===== src/rtl/xoodoo_nc_iter.sv =====
// Iterated 96-bit Xoodoo-style permutation; emits CONCAT_FACTOR chained 96-bit digest blocks.
// Define XOODOO_NC_ABORT_EN to add an abort input that cancels a call in RUN or DONE.
module xoodoo_nc_iter #(
    parameter int ROUNDS          = 3,
    parameter int UNROLL          = 1,
    parameter int CONCAT_FACTOR   = 1,
    localparam int HASH_SIZE      = 96 * CONCAT_FACTOR
) (
    input  logic                 clk,
    input  logic                 rst_n,
`ifdef XOODOO_NC_ABORT_EN
    input  logic                 abort,
`endif
    input  logic                 in_valid,
    output logic                 in_ready,
    input  logic [95:0]          state,
    output logic [HASH_SIZE-1:0] out,
    output logic                 out_valid,
    input  logic                 out_ready,
    output logic                 busy
);

    localparam logic [1:0] S_IDLE = 2'd0;
    localparam logic [1:0] S_RUN  = 2'd1;
    localparam logic [1:0] S_DONE = 2'd2;

    localparam int unsigned UNROLL_U = UNROLL;
    localparam int unsigned CF_U     = CONCAT_FACTOR;
    localparam logic [3:0]  ROUNDS_L = 4'(ROUNDS);
    localparam logic [3:0]  UNROLL_L = 4'(UNROLL);
    localparam logic [3:0]  RC_BASE  = 4'(12 - ROUNDS);
    localparam logic [1:0]  LAST_BLK = 2'(CONCAT_FACTOR - 1);

    logic [1:0]           fsm_q, fsm_d;
    logic [95:0]          work_q, work_d;
    logic [3:0]           rnd_q, rnd_d;
    logic [1:0]           blk_q, blk_d;
    logic [HASH_SIZE-1:0] out_q, out_d;
    logic [95:0]          perm_w;
    logic                 abort_w;

`ifdef XOODOO_NC_ABORT_EN
    assign abort_w = abort;
`else
    assign abort_w = 1'b0;
`endif

    function automatic logic [31:0] rol(input logic [31:0] x, input int unsigned n);
        return (x << n) | (x >> (32 - n));
    endfunction

    function automatic logic [31:0] rc_of(input logic [3:0] idx);
        case (idx)
            4'd0:    rc_of = 32'h058;
            4'd1:    rc_of = 32'h038;
            4'd2:    rc_of = 32'h3C0;
            4'd3:    rc_of = 32'h0D0;
            4'd4:    rc_of = 32'h120;
            4'd5:    rc_of = 32'h014;
            4'd6:    rc_of = 32'h060;
            4'd7:    rc_of = 32'h02C;
            4'd8:    rc_of = 32'h380;
            4'd9:    rc_of = 32'h0F0;
            4'd10:   rc_of = 32'h1A0;
            4'd11:   rc_of = 32'h012;
            default: rc_of = '0;
        endcase
    endfunction

    function automatic logic [95:0] xround(input logic [95:0] s, input logic [31:0] rc);
        logic [31:0] a0, a1, a2, p, e, b0, b1, b2;
        a0 = s[31:0];
        a1 = s[63:32];
        a2 = s[95:64];
        p  = a0 ^ a1 ^ a2;
        e  = rol(p, 5) ^ rol(p, 14);
        a0 = a0 ^ e;
        a1 = a1 ^ e;
        a2 = rol(a2 ^ e, 11);
        a0 = a0 ^ rc;
        b0 = ~a1 & a2;
        b1 = ~a2 & a0;
        b2 = ~a0 & a1;
        a0 = a0 ^ b0;
        a1 = rol(a1 ^ b1, 1);
        a2 = rol(a2 ^ b2, 8);
        return {a2, a1, a0};
    endfunction

    always_comb begin
        perm_w = work_q;
        for (int unsigned u = 0; u < UNROLL_U; u++) begin
            perm_w = xround(perm_w, rc_of(RC_BASE + rnd_q + 4'(u)));
        end
    end

    always_comb begin
        fsm_d  = fsm_q;
        work_d = work_q;
        rnd_d  = rnd_q;
        blk_d  = blk_q;
        out_d  = out_q;
        case (fsm_q)
            S_IDLE: begin
                if (in_valid) begin
                    work_d = state;
                    rnd_d  = '0;
                    blk_d  = '0;
                    fsm_d  = S_RUN;
                end
            end
            S_RUN: begin
                work_d = perm_w;
                rnd_d  = rnd_q + UNROLL_L;
                if (rnd_d == ROUNDS_L) begin
                    // Block boundary: capture digest block, keep permuting the same state
                    rnd_d = '0;
                    for (int unsigned k = 0; k < CF_U; k++) begin
                        if (blk_q == 2'(k)) out_d[96*k +: 96] = perm_w;
                    end
                    if (blk_q == LAST_BLK) fsm_d = S_DONE;
                    else                   blk_d = blk_q + 2'd1;
                end
            end
            S_DONE: begin
                if (out_ready) fsm_d = S_IDLE;
            end
            default: fsm_d = S_IDLE;
        endcase
        if (abort_w && (fsm_q != S_IDLE)) begin
            fsm_d = S_IDLE;
            out_d = out_q;
        end
    end

    always_ff @(posedge clk or negedge rst_n) begin
        if (!rst_n) begin
            fsm_q  <= S_IDLE;
            work_q <= '0;
            rnd_q  <= '0;
            blk_q  <= '0;
            out_q  <= '0;
        end else begin
            fsm_q  <= fsm_d;
            work_q <= work_d;
            rnd_q  <= rnd_d;
            blk_q  <= blk_d;
            out_q  <= out_d;
        end
    end

    assign in_ready  = (fsm_q == S_IDLE);
    assign busy      = (fsm_q == S_RUN);
    assign out_valid = (fsm_q == S_DONE);
    assign out       = out_q;

endmodule

===== config.mk =====
export PLATFORM = sky130hd
export DESIGN_NAME = xoodoo_nc_iter
export DESIGN_NICKNAME = d
export VERILOG_FILES = /design/src/rtl/xoodoo_nc_iter.sv
export SDC_FILE = /design/constraint.sdc
export NUM_CORES = 1
export LEC_CHECK = 0
export CAP_MARGIN = 25
export CORE_ASPECT_RATIO = 0.5
export CORE_MARGIN = 2
export CORE_UTILIZATION = 41
export CTS_BUF_LIST = sky130_fd_sc_hd__clkbuf_16
export DETAILED_ROUTE_END_ITERATION = 16
export HOLD_SLACK_MARGIN = 0.12
export PLACE_DENSITY = 0.68
export SYNTH_ARGS = -nofsm -noshare
export SYNTH_HDL_FRONTEND = slang
export SYNTH_SLANG_ARGS = --single-unit

===== constraint.sdc =====
create_clock -name clk -period 2.69 [get_ports clk]
set_clock_uncertainty 0.15 [all_clocks]
set_input_delay 0.6725 -clock clk [delete_from_list [all_inputs] [get_ports clk]]
set_output_delay 0.6725 -clock clk [all_outputs]
set_load 0.02 [all_outputs]

==> impl_summary.log, run 1 <==
[metrics] total wire length: 47500 um
[metrics] clock insertion delay at the later pin of the skew report: 0.48 ns
[metrics] # diodes: 0
[metrics] total count of max-transition violations in the final report: 0
[metrics] number of vias per cell after detailed routing: 5.612
[metrics] worst reg2reg endpoint: work_q[64]
[metrics] die height: 128.8 um
[metrics] antenna violations before repair: 2
[metrics] final weighted congestion of routability-driven global placement: 1.007
[metrics] number of maximum-capacitance violations: 0
[metrics] async set or reset register ratio after synthesis: 100.0%
[metrics] EDFF count, synth: 0
[metrics] first-pass GRT wire length: 69320 um
[metrics] minimum setup slack among reg-to-reg paths: 0.06 ns
[metrics] HPWL after detailed placement: 36350 um
[metrics] number of top-level design ports: 199
[metrics] grt ovf: 0
[metrics] via count of the first global-routing pass: 10955
[metrics] TritonCTS clock tree: yes
[metrics] delay of the slowest cell on the worst path: 0.59 ns
[metrics] data required time at the worst endpoint: 2.88 ns
[metrics] ANT nets after route: 0
[metrics] Cells on Worst Hold Path: 2
[metrics] post-detailed-route wirelength per cell: 23.56 um
[metrics] number of buffers inserted during clock tree synthesis: 17
[metrics] synth-to-layout area growth: 34.11%
[metrics] number of search-and-repair iterations in the first detailed-routing pass: 5
[metrics] cell area after synthesis: 12770 um^2
[metrics] number of failing hold endpoints at the final stage: 0
[metrics] critical path start-end classification: flop to flop
[metrics] Clk Tree Root Cell: sky130_fd_sc_hd__clkbuf_16
[metrics] maximum root-to-sink buffer count: 2
[metrics] worst path cell trace: xnor3_2, xnor2_4, buf_4, nand2_1, nor2_1, a21oi_1, xnor2_1, o21ai_0
[metrics] slew at the pin closest to its max-slew limit: 0.5863 ns
[metrics] type of element launching the critical path: flop
[metrics] biggest area consumer among synthesized cells: sky130_fd_sc_hd__dfrtp_1
[metrics] detailed-route DRC error count: 0
[metrics] ranking of synthesized cells by instance count: 200 x sky130_fd_sc_hd__dfrtp_1, 172 x sky130_fd_sc_hd__nand2_1, 102 x sky130_fd_sc_hd__o21ai_0
[metrics] RSZ-0062 raised after global routing: true
[metrics] maximum frequency from static timing analysis: 379.5 MHz
[metrics] average instance area after synthesis: 9.903 um^2
[metrics] share of final-layout standard cells stronger than drive strength 1: 21.72%
[metrics] Netlist cell types: 57
[metrics] critical path capture point type: flop
[metrics] Worst Reg-to-Reg Cells: 8
[metrics] post-route core utilization: 56.14%
[metrics] most numerous cell in the Yosys netlist: sky130_fd_sc_hd__dfrtp_1
[metrics] biggest fanout along the worst timing path: 4
[metrics] final period utilization: 97.95%
[metrics] end of the worst hold path: out[2]
[metrics] Worst Hold Launch: out[2]
[metrics] pin count of the biggest net entering global routing: 81
[metrics] syn nets: 1397
[metrics] flop and latch count out of synthesis: 200
[metrics] CTS sink cnt: 200
[metrics] Max-Slew Margin vs Limit: 60.92%
[metrics] Final setup violation count: 0
[metrics] worst hold path type: flop to flop
[metrics] most area-consuming cells after synthesis: sky130_fd_sc_hd__dfrtp_1 39%, sky130_fd_sc_hd__xnor2_4 6.2%, sky130_fd_sc_hd__xnor3_2 5.2%, sky130_fd_sc_hd__xnor2_1 5.1%, sky130_fd_sc_hd__nand2_1 5.1%
[metrics] Critical Path Slowest Stage Cell: sky130_fd_sc_hd__xnor3_2
[metrics] count of input and output buffers: 198
[metrics] status: finished, final reports clean
[metrics] overall global routing resource usage: 29.43%
[metrics] RR Startpoint: work_q[83]
[metrics] yosys synthesis warning count: 0
[metrics] final net count: 1687
[metrics] Arrival @ worst endpoint: 2.83 ns
[metrics] most instantiated flip-flop cell in the synthesis netlist: sky130_fd_sc_hd__dfrtp_1
[metrics] share of the synthesized area in the top cell type: 39.18%
[metrics] floorplan core area: 30520 um^2
[metrics] total number of vias: 11313
[metrics] fillcell total: 2669
[metrics] 1st-iter DRT viols: 1351
[metrics] Die W: 253.6 um
[metrics] H-Tree Depth: 4
[metrics] total number of placement rows: 45
[metrics] initial cell density of the core: 41.86%
[metrics] Worst-path clk slew: 0.08 ns
[metrics] min cycle time layout: 2.635 ns
[metrics] Die Outline Area: 32670 um^2
[metrics] number of instances in the synthesized netlist: 1290
[metrics] sequential fraction of the synthesis area: 39.18%
-- metal layers --
| metal | up-vias | GRT usage (%) | share of wire [%] |
|---|---|---|---|
| met4 | 2 | 11.83 | 3.3 |
| met1 | 5662 | 40.11 | 43 |
| met5 | - | 0 | 0.027 |
| met3 | 94 | 8.780 | 9.4 |
| li1 | 5047 | - | - |
| met2 | 508 | 44.13 | 45 |
-- stage by stage --
step                      area [um^2]  setup WS (ns)  instances  hold WS, ns  setup TNS (ns)
after global placement          16230        -0.1574       1974       0.3181         -0.3322
after global routing            17130       -0.03041       2016       0.3654         -0.1041
after CTS                       16850       0.004836       2009       0.3407               0
after floorplan                 12770         0.2632       1290       0.2269               0
after detailed placement        16230        -0.1665       1974       0.3237         -0.3075
final                           17130        0.05527       2016       0.3375               0
-- flip-flops by register name, summed over array words and instances, names as in the netlist --
register,count
fsm_q,2
rnd_q,4
out,96
blk_q,2
work_q,96
-- layout make-up --
class | count | area [um^2] | area share, %
clock buffers | 17 | 425.4 | 2.483
repair buffers | 366 | 3369 | 19.67
inverters | 12 | 45.04 | 0.2629
clock inverters | 15 | 151.4 | 0.8837
well taps | 423 | 529.3 | 3.089
flip-flops and latches | 200 | 5015 | 29.27
multi-input cells | 983 | 7597 | 44.34
-- logic make-up after synthesis --
family / Yosys count / share of synthesized area (%)
buffers and inverters: 108 / 3.477
adders and majority gates: 7 / 0.6856
muxes: 45 / 3.692
and+or+nand+nor: 346 / 12.16
DFF: 200 / 39.18
AOI/OAI and AO/OA: 379 / 16.77
xor gates and xnor gates: 205 / 24.04
-- critical path: cells and delay by family (launching register included) --
kind,cells,cell delay [ns]
buffers and inverters,1,0.18
flip-flops,1,0.45
AO/OA/AOI/OAI,2,0.23
AND/OR/NAND/NOR,2,0.14
XOR/XNOR,3,1.35
-- repair_timing --
| item | 4_1_cts | 5_1_grt |
|---|---|---|
| hold buffers | 1 | 0 |
| pin swaps | 4 | 12 |
| endpoints found under the hold margin | 39 | 0 |
| gates resized for setup | 8 | 40 |
| setup endpoints to repair | 10 | 118 |
| cloned | 0 | 1 |
| buffers inserted | 2 | 6 |
-- placed cells by master (no fill, tap or decap), drive strengths merged, types with 9 or more instances in the layout --
cell type	instances
a21oi	82
a22oi	9
a31oi	31
a32oi	18
buf	168
clkbuf	18
clkdlybuf4s50	193
dfrtp	200
inv	17
mux2i	37
nand2	172
nor2	83
nor2b	11
nor3b	13
o21ai	178
o22ai	45
or3	29
xnor2	106
xnor3	32
xor2	67
-- worst max path at each step --
stage	start	to	slack (ns)	depth (start not counted)
final	work_q[83]	work_q[64]	0.06	8
after global routing	rnd_q[0]	out[73]	-0.03	10
after detailed placement	work_q[87]	work_q[77]	-0.17	8
after global placement	work_q[87]	work_q[77]	-0.16	8
after floorplan	rnd_q[0]	work_q[75]	0.26	9
after CTS	rnd_q[1]	work_q[73]	0.005	8
Power of run 1 is not shown: default switching activity piles up to over one toggle a cycle in this logic, so the estimate is an artifact.
==> inputs of run 2 (changes only) <==
--- a/config.mk
+++ b/config.mk
@@ -7,11 +7,11 @@
 export LEC_CHECK = 0
 export CAP_MARGIN = 25
 export CORE_ASPECT_RATIO = 0.5
-export CORE_MARGIN = 2
 export CORE_UTILIZATION = 41
 export CTS_BUF_LIST = sky130_fd_sc_hd__clkbuf_16
 export DETAILED_ROUTE_END_ITERATION = 16
 export HOLD_SLACK_MARGIN = 0.12
+export MAX_ROUTING_LAYER = met4
 export PLACE_DENSITY = 0.68
 export SYNTH_ARGS = -nofsm -noshare
 export SYNTH_HDL_FRONTEND = slang
==> impl_summary.log, run 2 (same netlist as run 1, synthesis figures left out) <==
[metrics] die height: 126.8 um
[metrics] TritonCTS clock tree: yes
[metrics] final weighted congestion of routability-driven global placement: 1.008
[metrics] HPWL after detailed placement: 37450 um
[metrics] area of combinational cells with multiple inputs: 7486 um^2
[metrics] Arrival @ worst endpoint: 2.93 ns
[metrics] via count of the first global-routing pass: 11160
[metrics] post-detailed-route wirelength per cell: 23.80 um
[metrics] storage element area: 5016 um^2
[metrics] final worst-path setup slack: -0.03445 ns
[metrics] maximum root-to-sink buffer count: 2
[metrics] overall global routing resource usage: 31.72%
[metrics] violated checks: negative setup slack
[metrics] detailed-route DRC error count: 0
[metrics] Max-Slew Margin vs Limit: 58.12%
[metrics] post-route core utilization: 56.06%
[metrics] status: finished, violations left
[metrics] critical path capture point type: flop
[metrics] Final setup violation count: 2
[metrics] total count of max-transition violations in the final report: 0
[metrics] grt ovf: 0
[metrics] min cycle time layout: 2.724 ns
[metrics] final period utilization: 101.3%
[metrics] floorplan core area: 30460 um^2
[metrics] pin count of the biggest net entering global routing: 80
[metrics] share of final-layout standard cells stronger than drive strength 1: 21.30%
[metrics] maximum frequency from static timing analysis: 367.0 MHz
[metrics] worst hold path type: flop to flop
[metrics] critical path start-end classification: flop to flop
[metrics] 1st-iter DRT viols: 1344
[metrics] initial cell density of the core: 41.94%
[metrics] total number of vias: 11333
[metrics] first-pass GRT wire length: 71210 um
[metrics] Worst-path clk slew: 0.07 ns
[metrics] total number of placement rows: 45
[metrics] number of failing hold endpoints at the final stage: 0
[metrics] data required time at the worst endpoint: 2.89 ns
[metrics] biggest fanout along the worst timing path: 3
[metrics] type of element launching the critical path: flop
[metrics] H-Tree Depth: 4
[metrics] total wire length: 48310 um
[metrics] fillcell total: 2679
[metrics] antenna violations before repair: 2
[metrics] clock insertion delay at the later pin of the skew report: 0.47 ns
[metrics] number of search-and-repair iterations in the first detailed-routing pass: 5
[metrics] number of top-level design ports: 199
[metrics] number of buffers inserted during clock tree synthesis: 17
[metrics] slew at the pin closest to its max-slew limit: 0.6237 ns
[metrics] count of input and output buffers: 198
[metrics] number of maximum-capacitance violations: 0
[metrics] CTS sink cnt: 200
[metrics] ANT nets after route: 0
[metrics] synth-to-layout area growth: 33.66%
[metrics] most frequent cells in the layout: 193 x sky130_fd_sc_hd__dfrtp_1, 193 x sky130_fd_sc_hd__clkdlybuf4s50_1, 172 x sky130_fd_sc_hd__nand2_1
[metrics] final net count: 1700
[metrics] Die Outline Area: 31910 um^2
[metrics] Clk Tree Root Cell: sky130_fd_sc_hd__clkbuf_16
[metrics] number of vias per cell after detailed routing: 5.583
[metrics] Die W: 251.6 um
run 2: cell count changes in the layout (fill, tap and decap cells not counted), moves of 3 or more:
| cell | delta |
|---|---|
| sky130_fd_sc_hd__o21ai_0 | +3 |
| sky130_fd_sc_hd__xnor2_1 | +3 |
| sky130_fd_sc_hd__inv_1 | +6 |
| sky130_fd_sc_hd__xor2_2 | +4 |
| sky130_fd_sc_hd__xnor2_2 | -3 |
| sky130_fd_sc_hd__inv_6 | -4 |
| sky130_fd_sc_hd__buf_4 | +14 |
| sky130_fd_sc_hd__xor2_4 | -3 |
run 2: final cells by class:
cell class | instances | area share (%)
Multi-Input combinational cell | 982 | 43.84
Sequential cell | 200 | 29.38
Timing Repair Buffer | 380 | 20.33
Tap cell | 423 | 3.100
Clock buffer | 17 | 2.491
Clock inverter | 15 | 0.5862
Inverter | 12 | 0.2638
Antenna cell | 1 | 0.01466
run 2: repair_timing:
action	4_1_cts	5_1_grt
resized for setup	13	16
hold endpoints to repair	44	0
pin swaps	3	4
cloned	0	0
setup buffers	2	0
hold buffers	1	0
setup endpoints to repair	16	57
run 2: routing by layer:
layer | GRT usage (%) | part of all wire [%] | vias up
li1 | - | - | 5070
met5 | - | 0 | -
met1 | 44.49 | 45 | 5737
met4 | 9.039 | 2.5 | 0
met2 | 46.96 | 44 | 459
met3 | 5.664 | 8.0 | 67
run 2: final timing paths:
path	startpoint	slack (ns)	depth (start not counted)	end
worst max-delay path	work_q[88]	-0.03	7	out[17]
max in group asynchronous	rst_n	1.05	3	work_q[86]
worst max register to register	work_q[88]	-0.03	7	out[17]
worst min-delay path	out[80]	0.33	2	out[80]
min in group asynchronous	rst_n	0.59	2	out[1]
worst min register to register	out[80]	0.33	2	out[80]
run 2: worst max-delay path, cell delays in order (launching register included):
cell and delay, ns:
sky130_fd_sc_hd__dfrtp_1 0.47, sky130_fd_sc_hd__xnor3_2 0.59, sky130_fd_sc_hd__xnor2_4 0.24, sky130_fd_sc_hd__xor2_2 0.26
sky130_fd_sc_hd__mux2_2 0.42, sky130_fd_sc_hd__xnor2_2 0.26, sky130_fd_sc_hd__buf_4 0.16, sky130_fd_sc_hd__o21ai_1 0.05
run 2: metrics by stage:
step | instance area, um^2 | instances | setup slack [ns] | hold WS (ns) | TNS, ns
2_1_floorplan | 12770 | 1290 | 0.2632 | 0.2269 | 0
3_3_place_gp | 16390 | 1994 | -0.1007 | 0.3190 | -0.2729
3_5_place_dp | 16390 | 1994 | -0.06934 | 0.3186 | -0.2635
4_1_cts | 16980 | 2029 | 0.002809 | 0.3348 | 0
5_1_grt | 17080 | 2030 | -0.06966 | 0.3674 | -0.09847
6_report | 17080 | 2030 | -0.03445 | 0.3316 | -0.06698
Power of run 2 is left out for the same reason.
==> inputs of run 3 (changes only) <==
--- a/config.mk
+++ b/config.mk
@@ -9,6 +9,7 @@
 export CORE_ASPECT_RATIO = 0.5
 export CORE_UTILIZATION = 41
 export CTS_BUF_LIST = sky130_fd_sc_hd__clkbuf_16
+export CTS_CLUSTER_SIZE = 12
 export DETAILED_ROUTE_END_ITERATION = 16
 export HOLD_SLACK_MARGIN = 0.12
 export MAX_ROUTING_LAYER = met4
==> results of run 3 <==
Same layout as run 2: the final DEF is identical, and so are final timing and power.
Power of run 3 is left out for the same reason.
